**config.mk**
```make
export PLATFORM = sky130hd
export DESIGN_NAME = traffic_light_monitor
export DESIGN_NICKNAME = d
export VERILOG_FILES = /design/src/rtl/traffic_light_monitor.sv
export SDC_FILE = /design/constraint.sdc
export NUM_CORES = 1
export LEC_CHECK = 0
export CELL_PAD_IN_SITES_DETAIL_PLACEMENT = 2
export CELL_PAD_IN_SITES_GLOBAL_PLACEMENT = 2
export CORE_AREA = 2 2 94 142
export CTS_CLUSTER_SIZE = 16
export DETAILED_ROUTE_END_ITERATION = 7
export DIE_AREA = 0 0 96 144
export HOLD_SLACK_MARGIN = 0.12
export MAX_ROUTING_LAYER = met4
export PLACE_DENSITY = 0.81
export REMOVE_ABC_BUFFERS = 1
export SYNTH_ARGS = -nofsm -noshare
export SYNTH_HDL_FRONTEND = slang
export SYNTH_SLANG_ARGS = --single-unit
```
**constraint.sdc**
```tcl
create_clock -name clk -period 3.7 [get_ports clk]
set_input_delay 1.11 -clock clk [delete_from_list [all_inputs] [get_ports clk]]
set_output_delay 1.11 -clock clk [all_outputs]
set_load 0.01 [all_outputs]
```
**src/rtl/traffic_light_monitor.sv**
```systemverilog
// Traffic light sequence monitor.
// Samples the three lamp inputs once, tracks the RED -> YEL1 -> GREEN ->
// FLASH -> YEL2 -> RED sequence, measures every phase length and latches
// the first error seen (illegal pattern, wrong order, short phase or an
// over-long dark gap while flashing). Any error drops the tracker back to
// INIT, where it waits for the next red before following the lights again.
//
//   state | meaning
//   INIT  | waiting for red to (re)synchronise
//   RED   | red lit
//   YEL1  | yellow after red
//   GREEN | steady green
//   FLASH | green flashing (green/dark alternating)
//   YEL2  | yellow after flashing green, red closes the cycle
module traffic_light_monitor #(
    parameter int CNT_W         = 24,
    parameter int PHASE_MIN     = 4,
    parameter int FLASH_GAP_MAX = 16
) (
    input  logic             clk,
    input  logic             res,
    input  logic             led0,
    input  logic             led1,
    input  logic             led2,
    output logic [2:0]       phase,
    output logic             err,
    output logic [2:0]       err_code,
    output logic [7:0]       cycle_cnt,
    output logic [CNT_W-1:0] last_len
);

    typedef enum logic [2:0] {
        S_INIT  = 3'd0,
        S_RED   = 3'd1,
        S_YEL1  = 3'd2,
        S_GREEN = 3'd3,
        S_FLASH = 3'd4,
        S_YEL2  = 3'd5
    } state_t;

    localparam logic [CNT_W-1:0] LEN_MIN = CNT_W'(PHASE_MIN);
    localparam logic [CNT_W-1:0] GAP_MAX = CNT_W'(FLASH_GAP_MAX);
    localparam logic [CNT_W-1:0] ONE     = CNT_W'(1);

    state_t           state;
    state_t           seq_next;
    state_t           next_state;
    logic [2:0]       lamps;
    logic [CNT_W-1:0] len_cnt;
    logic [CNT_W-1:0] dark_run;
    logic [CNT_W-1:0] dark_next;
    logic             is_red, is_yel, is_grn, is_dark, is_ill;
    logic             seq_err, gap_err, short_err, measured, raw_exit, any_err;
    logic [2:0]       code;

    // Single sampling stage for the lamp inputs; cleared to dark in reset.
    always_ff @(posedge clk or posedge res) begin
        if (res) lamps <= 3'b000;
        else     lamps <= {led2, led1, led0};
    end

    assign is_red  = (lamps == 3'b001);
    assign is_yel  = (lamps == 3'b010);
    assign is_grn  = (lamps == 3'b100);
    assign is_dark = (lamps == 3'b000);
    assign is_ill  = !(is_red || is_yel || is_grn || is_dark);

    // Legal-sequence next state and wrong-order detection.
    always_comb begin
        seq_next = state;
        seq_err  = 1'b0;
        case (state)
            S_INIT:  if (is_red) seq_next = S_RED;
            S_RED:   if (is_yel) seq_next = S_YEL1;
                     else if (is_grn || is_dark) seq_err = 1'b1;
            S_YEL1:  if (is_grn) seq_next = S_GREEN;
                     else if (is_red || is_dark) seq_err = 1'b1;
            S_GREEN: if (is_dark) seq_next = S_FLASH;
                     else if (is_red || is_yel) seq_err = 1'b1;
            S_FLASH: if (is_yel) seq_next = S_YEL2;
                     else if (is_red) seq_err = 1'b1;
            S_YEL2:  if (is_red) seq_next = S_RED;
                     else if (is_grn || is_dark) seq_err = 1'b1;
            default: seq_next = S_INIT;
        endcase
    end

    // Error classification; the highest-priority code wins (1 > 4 > 3 > 2).
    always_comb begin
        dark_next = dark_run + ONE;
        gap_err   = (state == S_FLASH) && is_dark && (dark_next > GAP_MAX);
        measured  = (state != S_INIT);
        raw_exit  = is_ill || gap_err || seq_err || (seq_next != state);
        short_err = measured && (state != S_FLASH) && raw_exit && (len_cnt < LEN_MIN);
        if (is_ill)         code = 3'd1;
        else if (gap_err)   code = 3'd4;
        else if (short_err) code = 3'd3;
        else if (seq_err)   code = 3'd2;
        else                code = 3'd0;
        any_err    = (code != 3'd0);
        next_state = any_err ? S_INIT : seq_next;
    end

    // Tracker state, phase timing, flash gap run and latched results.
    always_ff @(posedge clk or posedge res) begin
        if (res) begin
            state     <= S_INIT;
            len_cnt   <= '0;
            dark_run  <= '0;
            err       <= 1'b0;
            err_code  <= 3'd0;
            cycle_cnt <= 8'd0;
            last_len  <= '0;
        end else begin
            state <= next_state;

            if (next_state != state)  len_cnt <= ONE;
            else if (len_cnt != '1)   len_cnt <= len_cnt + ONE;

            if (measured && raw_exit) last_len <= len_cnt;

            if (next_state == S_FLASH) begin
                if (state != S_FLASH) dark_run <= ONE;
                else if (is_dark)     dark_run <= dark_next;
                else                  dark_run <= '0;
            end else begin
                dark_run <= '0;
            end

            if (any_err) begin
                err <= 1'b1;
                if (err_code == 3'd0) err_code <= code;
            end

            if (!any_err && state == S_YEL2 && seq_next == S_RED)
                cycle_cnt <= cycle_cnt + 8'd1;
        end
    end

    assign phase = state;

endmodule
```
Word-level counts from Yosys, hierarchy flattened
Index checks and enable logic that the tools add are counted.
- register bits after elaboration: 90
- bits in latches: 0
- bits in writable memories: 0
- ROM bits: 0
- input bits: 5
- output and inout bits: 39
- word-level logic and storage cells: 79
- memories kept: 0
- add/sub/neg operators: 3
- multiply operators: 0
- div/mod/pow operators: 0
- $lt $le $gt $ge: 2
- equal/unequal tests: 14
- shift-type cells: 0
- mux-type cells: 26
- bitwise operators: 0
- reductions and logical operators: 26
- operator list (operator ; number):
    $mux 24 ; 5
    $add 24x1->24 const B ; 2
    $gt 24x5->1 const B ; 1
    $lt 24x3->1 const B ; 1
    $mux 3 ; 8
    $ne 24x24->1 const B ; 1
    $pmux 3 s5 ; 1
    $eq 3x3->1 const B ; 4
    $eq 3x1->1 const B ; 3
    $eq 3x2->1 const B ; 3
    $logic_not 3->1 ; 3
    $mux 1 ; 9
    $add 8x1->8 const B ; 1
    $logic_and 1x1->1 ; 8
    $logic_or 1x1->1 ; 8
    $ne 3x3->1 ; 2
    $reduce_bool 3->1 ; 2
    $pmux 1 s5 ; 1
    $mux 2 ; 2
    $ne 3x3->1 const B ; 1
    $logic_not 1->1 ; 2
    $reduce_and 2->1 ; 1
    $reduce_bool 2->1 ; 1
    $reduce_or 2->1 ; 1

Depth between registers and ports, before layout
Gate-level depths: netlist (run 1).
- depth in word-level cells: 17
- depth in mapped cells: 11
- depth with buffers taken out: 9

Worst setup path after synthesis (run 1)
Ideal clock, no wire load.
- path type: reg2reg
- start: register dark_run[7]
- end: register last_len[0]
- library setup time: 125 ps
- arrival time: 2779 ps
- required time: 3575 ps
- setup slack: 796 ps
- stages on the path, launching flop included: 10
- buffers on the path: 1
- clock period less this slack: 2904 ps
- cells stage by stage: dfrtp_1 -> nand4_2 -> or4_4 -> or4_1 -> o311a_2 -> nor4_4 -> a21oi_4 -> o22ai_4 -> buf_12 -> mux2_4
- word-level cells in the longest chain between the ends: 7
- ends and longest elaborated chain (element ; line ; text):
    from (decl) ; 50 ; logic [CNT_W-1:0] dark_run;
    from (signal assigned) ; 124 ; else if (is_dark) dark_run <= dark_next;
    $add 24x1->24 ; 90 ; dark_next = dark_run + ONE;
    $gt 24x5->1 ; 91 ; gap_err = (state == S_FLASH) && is_dark && (dark_next > GAP_MAX);
    $logic_and 1x1->1 ; 91 ;
    $logic_or 1x1->1 (3 in series) ; 93 ; raw_exit = is_ill || gap_err || seq_err || (seq_next != state);
    $logic_and 1x1->1 ; 120 ; if (measured && raw_exit) last_len <= len_cnt;
    to (signal assigned) ; 120 ;
    to (decl) ; 29 ; output logic [CNT_W-1:0] last_len
Every way passes these cells.
A chain may end at the register's enable or synchronous reset.

Final worst setup path (run 1)
- start: register state[1] (netlist: phase[1])
- end: register len_cnt[19]
- word-level cells in the longest chain between the ends: 15
- elaborated cells between the ends (all ways): 34
- classes of those cells: eq/ne (8); mux (13); reduce/logical (13)
- ends and longest elaborated chain (element ; line ; text):
    from (decl) ; 45 ; state_t state;
    from (signal assigned) ; 115 ; state <= next_state;
    parallel branches: the longest is 13 deep, another holds $pmux 3 s5 ; -- ;
    $ne 3x3->1 (*) ; 117 ; if (next_state != state) len_cnt <= ONE;
    $mux 24 or $reduce_bool 2->1 (tied branches) ; -- ;
    to (signal assigned) ; 118 ; else if (len_cnt != '1) len_cnt <= len_cnt + ONE;
    to (decl) ; 49 ; logic [CNT_W-1:0] len_cnt;
Every way passes the cells marked *.

==> flow_metrics.tcl, run 1 <==
set metrics [dict create \
    finalCriticalPeriod_ns 3.319 \
    cp_data_arrival_time_ns 3.56 \
    syn_area_per_cell_um2 10.83 \
    stdcell_area_mm2 0.005698 \
    via_per_inst 5.662 \
    synthMostInstantiatedCell "dfrtp_1" \
    r2r_slack_ns 0.38 \
    fin_crit_sh 0.8969 \
    r2r_end "len_cnt[19]" \
    dr.pass1.iters 4 \
    synth.top_cells.by_area "dfrtp_1, mux2_4, a211oi_1" \
    syn_area_mm2 0.004701 \
    cts_root_buf "clkbuf_16" \
    netlist_instances 434 \
    path_clk_slew_ns 0.07 \
    dieArea_mm2 0.01382 \
    synth-edff-count 0 \
    globalplace.congestion 0.9022 \
    synth_top_cell_by_area "dfrtp_1" \
    setup_viol 0 \
    antenna_found_initial 0 \
    fp.dieW_um 96 \
    grt_pass1_vias 4159 \
    cts_buffers 9 \
    ioPinCount 44 \
    antennaDiodeCount 0 \
    grt-ovfl-total 0 \
    vias 3703 \
    p_per_area_mw_per_mm2 459.5 \
    cp_slowest_cell "dfrtp_1" \
    rsz0062_at_grt "false" \
    max_stage_delay_ns 0.47 \
    clock_sinks 90 \
    final_nets 499 \
    ys_types 63 \
    async_reset_ff_frac 1.000 \
    status "completed" \
    synth_top_flop_cell "dfrtp_1" \
    synth_top_area_share 0.4791 \
    place_hpwl_um 9333 \
    crit_end "len_cnt[19]" \
    placed_cells 638 \
    slew_violations 0 \
    cts_tree "yes" \
    power_uw 2618 \
    wl_um 13600 \
    post_drt_wl_per_cell_um 20.80 \
    core_mm2 0.01270 \
    hold_path_startpoint "err" \
    vdd_ir_drop_max_mv 0.2669 \
    grt_max_degree 36 \
    cts_max_level 3 \
    start_util 0.3702 \
    clk_latency_ns 0.35 \
    port_buffers 43 \
    ys_warn_count 0 \
    placed_cell_area_mm2 0.005353 \
    drt-initial-drc-count 123 \
    required_ns 3.94 \
    hp-class "reg2reg" \
    synth-seq-cells 90 \
    rows 51 \
    max_clock_freq_mhz 301.3 \
    ys_top_cells_by_count "dfrtp_1, a211oi_1, nor2_1, nand2_1, mux2_4" \
    grtUsageTotal 0.2201 \
    area_growth_pct 21.21 \
    timing_hold_violations_final 0 \
    layoutNonFillerInstCount 654 \
    maxCapViolations 0 \
    antenna_left 0 \
    tightest_slew_ns 0.7240 \
    cts.path.max_buffers 2 \
    slew_headroom 0.5157 \
    path_class "reg2reg" \
    fillers 1325 \
    p_leak_uw 0.002447 \
    crit_start "phase[1]" \
    end_kind "register" \
    reg2reg_depth 8 \
    path_cells "ha_1 -> a311oi_1 -> o2111ai_1 -> a311o_1 -> o211a_1 -> nor3_2 -> nand3b_4 -> a211oi_1" \
    drc 0 \
    clock_skew_ns 0.008822 \
    cp-start-kind "register" \
    grt_pass1_wl_um 22450 \
    fin_tns_setup_ns 0 \
    rr_startpoint "phase[1]" \
    die_h_um 144 \
    path_max_fanout 30 \
    drive_gt1_frac 0.1354 \
    synth.yosys.seq_area_share 0.4791 \
    hold_buffers 0 \
]
[layer usage]
| metal | GRT usage | wire length (µm) | part of all wire |
|---|---|---|---|
| met5 | - | 0 | 0 |
| met4 | 0.1000 | 352 | 0.026 |
| met3 | 0.02345 | 215 | 0.016 |
| met2 | 0.3878 | 7703 | 0.57 |
| met1 | 0.2462 | 5330 | 0.39 |
[critical path, delay by kind of cell (launching register included)]
family	cells	cell delay (ns)
AOI/OAI and AO/OA	5	1.59
adders and majority gates	1	0.37
DFF	1	0.47
and+or+nand+nor	2	0.76
[layout make-up]
| class | count | area [µm²] | area share |
|---|---|---|---|
| well taps | 159 | 198.9 | 0.03491 |
| inverters | 13 | 50.05 | 0.008783 |
| multi-input cells | 326 | 2355 | 0.4133 |
| clock buffers | 10 | 229.0 | 0.04018 |
| flip-flops and latches | 90 | 2252 | 0.3953 |
| repair buffers | 50 | 508.0 | 0.08915 |
| clock inverters | 6 | 105.1 | 0.01845 |
[cells in the final DEF, fill, tap and decap left out, drive strengths merged, types with 7 or more instances in the layout]
cell type / instances
nor3: 17
nand3: 18
inv: 12
nand2b: 9
clkbuf: 10
nand4: 16
a211oi: 25
clkdlybuf4s50: 43
xor2: 15
mux2: 26
o21ai: 15
and3: 7
nor4: 11
dfrtp: 90
nor2: 25
a21oi: 7
buf: 7
xnor2: 16
conb: 19
nand2: 24
[flip-flops by register name, summed over array words and instances (netlist names)]
register   cells
dark_run      24
last_len      24
len_cnt       24
cycle_cnt      8
err_code       3
lamps          3
phase          3
err            1
[what timing repair did]
item | in CTS | in global routing
gates resized for setup | 0 | 1
setup endpoints to repair | 0 | 23
setup buffers | 0 | 0
[stage by stage]
stage,util,setup WS [ns],hold slack (ns)
6_report,0.4487,0.3814,0.4800
5_1_grt,0.4487,0.1233,0.5191
4_1_cts,0.4478,0.1986,0.4917
3_5_place_dp,0.4215,0.2373,0.4769
3_3_place_gp,0.4215,0.4407,0.4576
2_1_floorplan,-,0.08667,0.5038
[where the power goes]
| group | switching, µW | internal (µW) | leakage, µW | total [µW] |
|---|---|---|---|---|
| sequential | 80.4 | 1050 | 0.00118 | 1130 |
| clock | 400 | 657 | 0.000166 | 1060 |
| combinational | 230 | 203 | 0.00110 | 433 |
| total | 710 | 1910 | 0.00245 | 2620 |
[cells by family (layout without fill, tap and decap cells)]
family                   after synthesis  count (layout)  synth area share
XOR/XNOR                              31              31           0.05776
AO/OA/AOI/OAI                         85              85            0.1379
flip-flops                            90              90            0.4791
AND/OR/NAND/NOR                      157             157            0.1890
multiplexers                          30              30           0.08677
other                                  1              19         0.0007977
adder cells (fa/ha/maj)                4               4           0.01065
buffers and inverters                 36              79           0.03806
[worst min path at each step]
stage / to / slack (ns) / depth (start not counted)
floorplan: last_len[21] / 0.50 / 1
global placement: err / 0.46 / 1
detailed placement: err / 0.48 / 1
CTS: err / 0.49 / 1
global route: cycle_cnt[7] / 0.52 / 1
finish: err / 0.48 / 1
No activity file was read; power rests on OpenSTA's default activity.
==> run 2: changes to the inputs <==
Settings changed: ABC_AREA set to 1, CAP_MARGIN set to 20, CORE_AREA 2 2 94 142 to 2 2 96 144, DIE_AREA 0 0 96 144 to 0 0 98 146, PLACE_DENSITY 0.81 to 0.87.
Clock period 3.7 ns to 3.9 ns, I/O delays scaled along.
==> run 2 against run 1 <==
Effect of this change: combinational power up 1%; global-route usage up 2.2 points; synthesized cell count up 37%; largest cell class is now sequential cells.
==> flow_metrics.tcl, run 2 <==
set metrics [dict create \
    status "completed" \
    rsz0062_at_grt "false" \
    final_common_cell "nand2_1" \
    start_util 0.3652 \
    p_leak_uw 0.002442 \
    slew_violations 0 \
    end_kind "register" \
    die_h_um 146 \
    path_class "reg2reg" \
    vdd_ir_drop_max_mv 0.2444 \
    p_per_area_mw_per_mm2 413.9 \
    grt-ovfl-total 0 \
    hp-class "reg2reg" \
    cp_data_arrival_time_ns 3.71 \
    path_max_fanout 23 \
    finalCriticalPeriod_ns 3.462 \
    wl_um 15950 \
    synth.mux.area_fraction 0.004496 \
    drive_gt1_frac 0.08982 \
    synth-edff-count 0 \
    dieArea_mm2 0.01431 \
    cts.path.max_buffers 2 \
    hold_buffers 0 \
    clock_sinks 90 \
    syn_area_per_cell_um2 7.938 \
    area_growth_pct 20.44 \
    max_clock_freq_mhz 288.9 \
    timing_hold_violations_final 0 \
    antennaDiodeCount 0 \
    post_drt_wl_per_cell_um 19.29 \
    fillers 1500 \
    syn_area_mm2 0.004731 \
    grt_max_degree 38 \
    final_nets 672 \
    synth_top_family_by_area "simple AND/OR/NAND/NOR gates" \
    synth_top_cell_by_area "dfrtp_1" \
    synthAdderAreaFrac 0.01058 \
    hold_ws_ns 0.4795 \
    clk_latency_ns 0.35 \
    path_clk_slew_ns 0.07 \
    stdcell_area_mm2 0.005698 \
    rows 51 \
    ioPinCount 44 \
    slew_headroom 0.5772 \
    synth_compound_area_frac 0.06242 \
    synth_top_area_share 0.4761 \
    power_uw 2359 \
    ys_types 35 \
    netlist_instances 596 \
    synth_xor_area_frac 0.04628 \
    cts_root_buf "clkbuf_16" \
    cts_resized 0 \
    core_mm2 0.01295 \
    maxCapViolations 0 \
    synth.top_cells.by_area "dfrtp_1, nand2_1, inv_1" \
    grt_pass1_vias 5026 \
    required_ns 4.15 \
    cp-start-kind "register" \
    globalplace.congestion 0.8593 \
    fin_tns_setup_ns 0 \
    synth.yosys.seq_area_share 0.4761 \
    postCtsSetupRepairBufs 0 \
    async_reset_ff_frac 1.000 \
    place_hpwl_um 11430 \
    drt-initial-drc-count 206 \
    cts_max_level 3 \
    reg_top3 "dark_run (24), last_len (24), len_cnt (24)" \
    final_cell_mix "nand2_1, dfrtp_1, inv_1" \
    antenna_left 0 \
    cts_tree "yes" \
    vias 4284 \
    antenna_found_initial 0 \
    grtUsageTotal 0.2417 \
    synthMostInstantiatedCell "nand2_1" \
    fin_crit_sh 0.8876 \
    via_per_inst 5.180 \
    ys_top_cells_by_count "nand2_1, dfrtp_1, inv_1, nor2_1, nand3_1" \
    synth_top_flop_cell "dfrtp_1" \
    setup_viol 0 \
    ys_warn_count 0 \
    synthSimpleGateAreaFrac 0.3330 \
    drc 0 \
    grt_pass1_wl_um 26530 \
    port_buffers 43 \
    placed_cell_area_mm2 0.005416 \
    dr.pass1.iters 4 \
    clock_skew_ns 0.008890 \
    tightest_slew_ns 0.6326 \
    synth-seq-cells 90 \
    fp.dieW_um 98 \
    cts_buffers 9 \
]
==> run 2: changes by cell type after synthesis, moves of 7 or more <==
cell | before | now
inv_1 | 13 | 71
a211oi_1 | 25 | 0
nor2_2 | 0 | 26
xnor2_1 | 16 | 4
nand2b_1 | 9 | 0
mux2_4 | 20 | 0
nand2_1 | 24 | 149
and3_1 | 7 | 0
nor2_1 | 25 | 69
nand3_1 | 18 | 43
o21ai_0 | 15 | 37
clkbuf_1 | 16 | 3
==> run 2: layer usage <==
layer | global-route usage | vias to the layer above | wire length [µm]
met5 | - | - | 0
met4 | 0.09583 | 0 | 518
met3 | 0.03218 | 32 | 270
met2 | 0.4555 | 56 | 9171
met1 | 0.2484 | 2176 | 5989
li1 | - | 2020 | -
==> run 2: final timing paths <==
path | depth (start not counted) | start | endpoint | slack, ns
max | 15 | dark_run[0] | len_cnt[5] | 0.44
min | 1 | cycle_cnt[7] | cycle_cnt[7] | 0.48
max reg2reg | 15 | dark_run[0] | len_cnt[5] | 0.44
min reg2reg | 1 | cycle_cnt[7] | cycle_cnt[7] | 0.48
max in group asynchronous | 3 | res | cycle_cnt[4] | 1.96
min in group asynchronous | 2 | res | last_len[15] | 1.18
==> run 2: worst max-delay path, cell delays in order, from the launching register on <==
cell	delay, ns
dfrtp_1	0.41
ha_1	0.20
nand2_1	0.14
nor2_1	0.26
nand2_1	0.18
nor3_1	0.28
xor2_1	0.12
nor2_1	0.14
nand3_1	0.11
nand2_2	0.11
o2111ai_4	0.22
nor2_4	0.26
nand2_1	0.11
nand2_1	0.15
nand3_4	0.35
nor2_1	0.31
==> run 2: power breakdown <==
group	switching (µW)	internal [µW]
Combinational	281	158
Clock	399	453
Sequential	67.3	1000
==> run 2: metrics by stage <==
stage	instances	util	setup slack (ns)
detailed placement	811	0.4181	0.5964
CTS	827	0.4399	0.3727
global placement	811	0.4181	0.8094
floorplan	606	-	0.3947
global route	827	0.4399	0.1188
finish	827	0.4399	0.4383
==> run 2: cell families after synthesis <==
logic type                 after synthesis
AOI/OAI and AO/OA                       51
adders and majority gates                4
buffers and inverters                   79
xor gates and xnor gates                25
muxes                                    2
other                                    1
and+or+nand+nor                        344
DFF                                     90
==> run 2: layout make-up <==
| type | count | area (µm²) | area share |
|---|---|---|---|
| Clock buffer | 11 | 242.7 | 0.04260 |
| Clock inverter | 5 | 38.79 | 0.006807 |
| Inverter | 71 | 267.8 | 0.04699 |
| Multi-Input combinational cell | 445 | 2232 | 0.3917 |
| Sequential cell | 90 | 2252 | 0.3953 |
| Tap cell | 159 | 198.9 | 0.03491 |
| Timing Repair Buffer | 46 | 465.4 | 0.08169 |
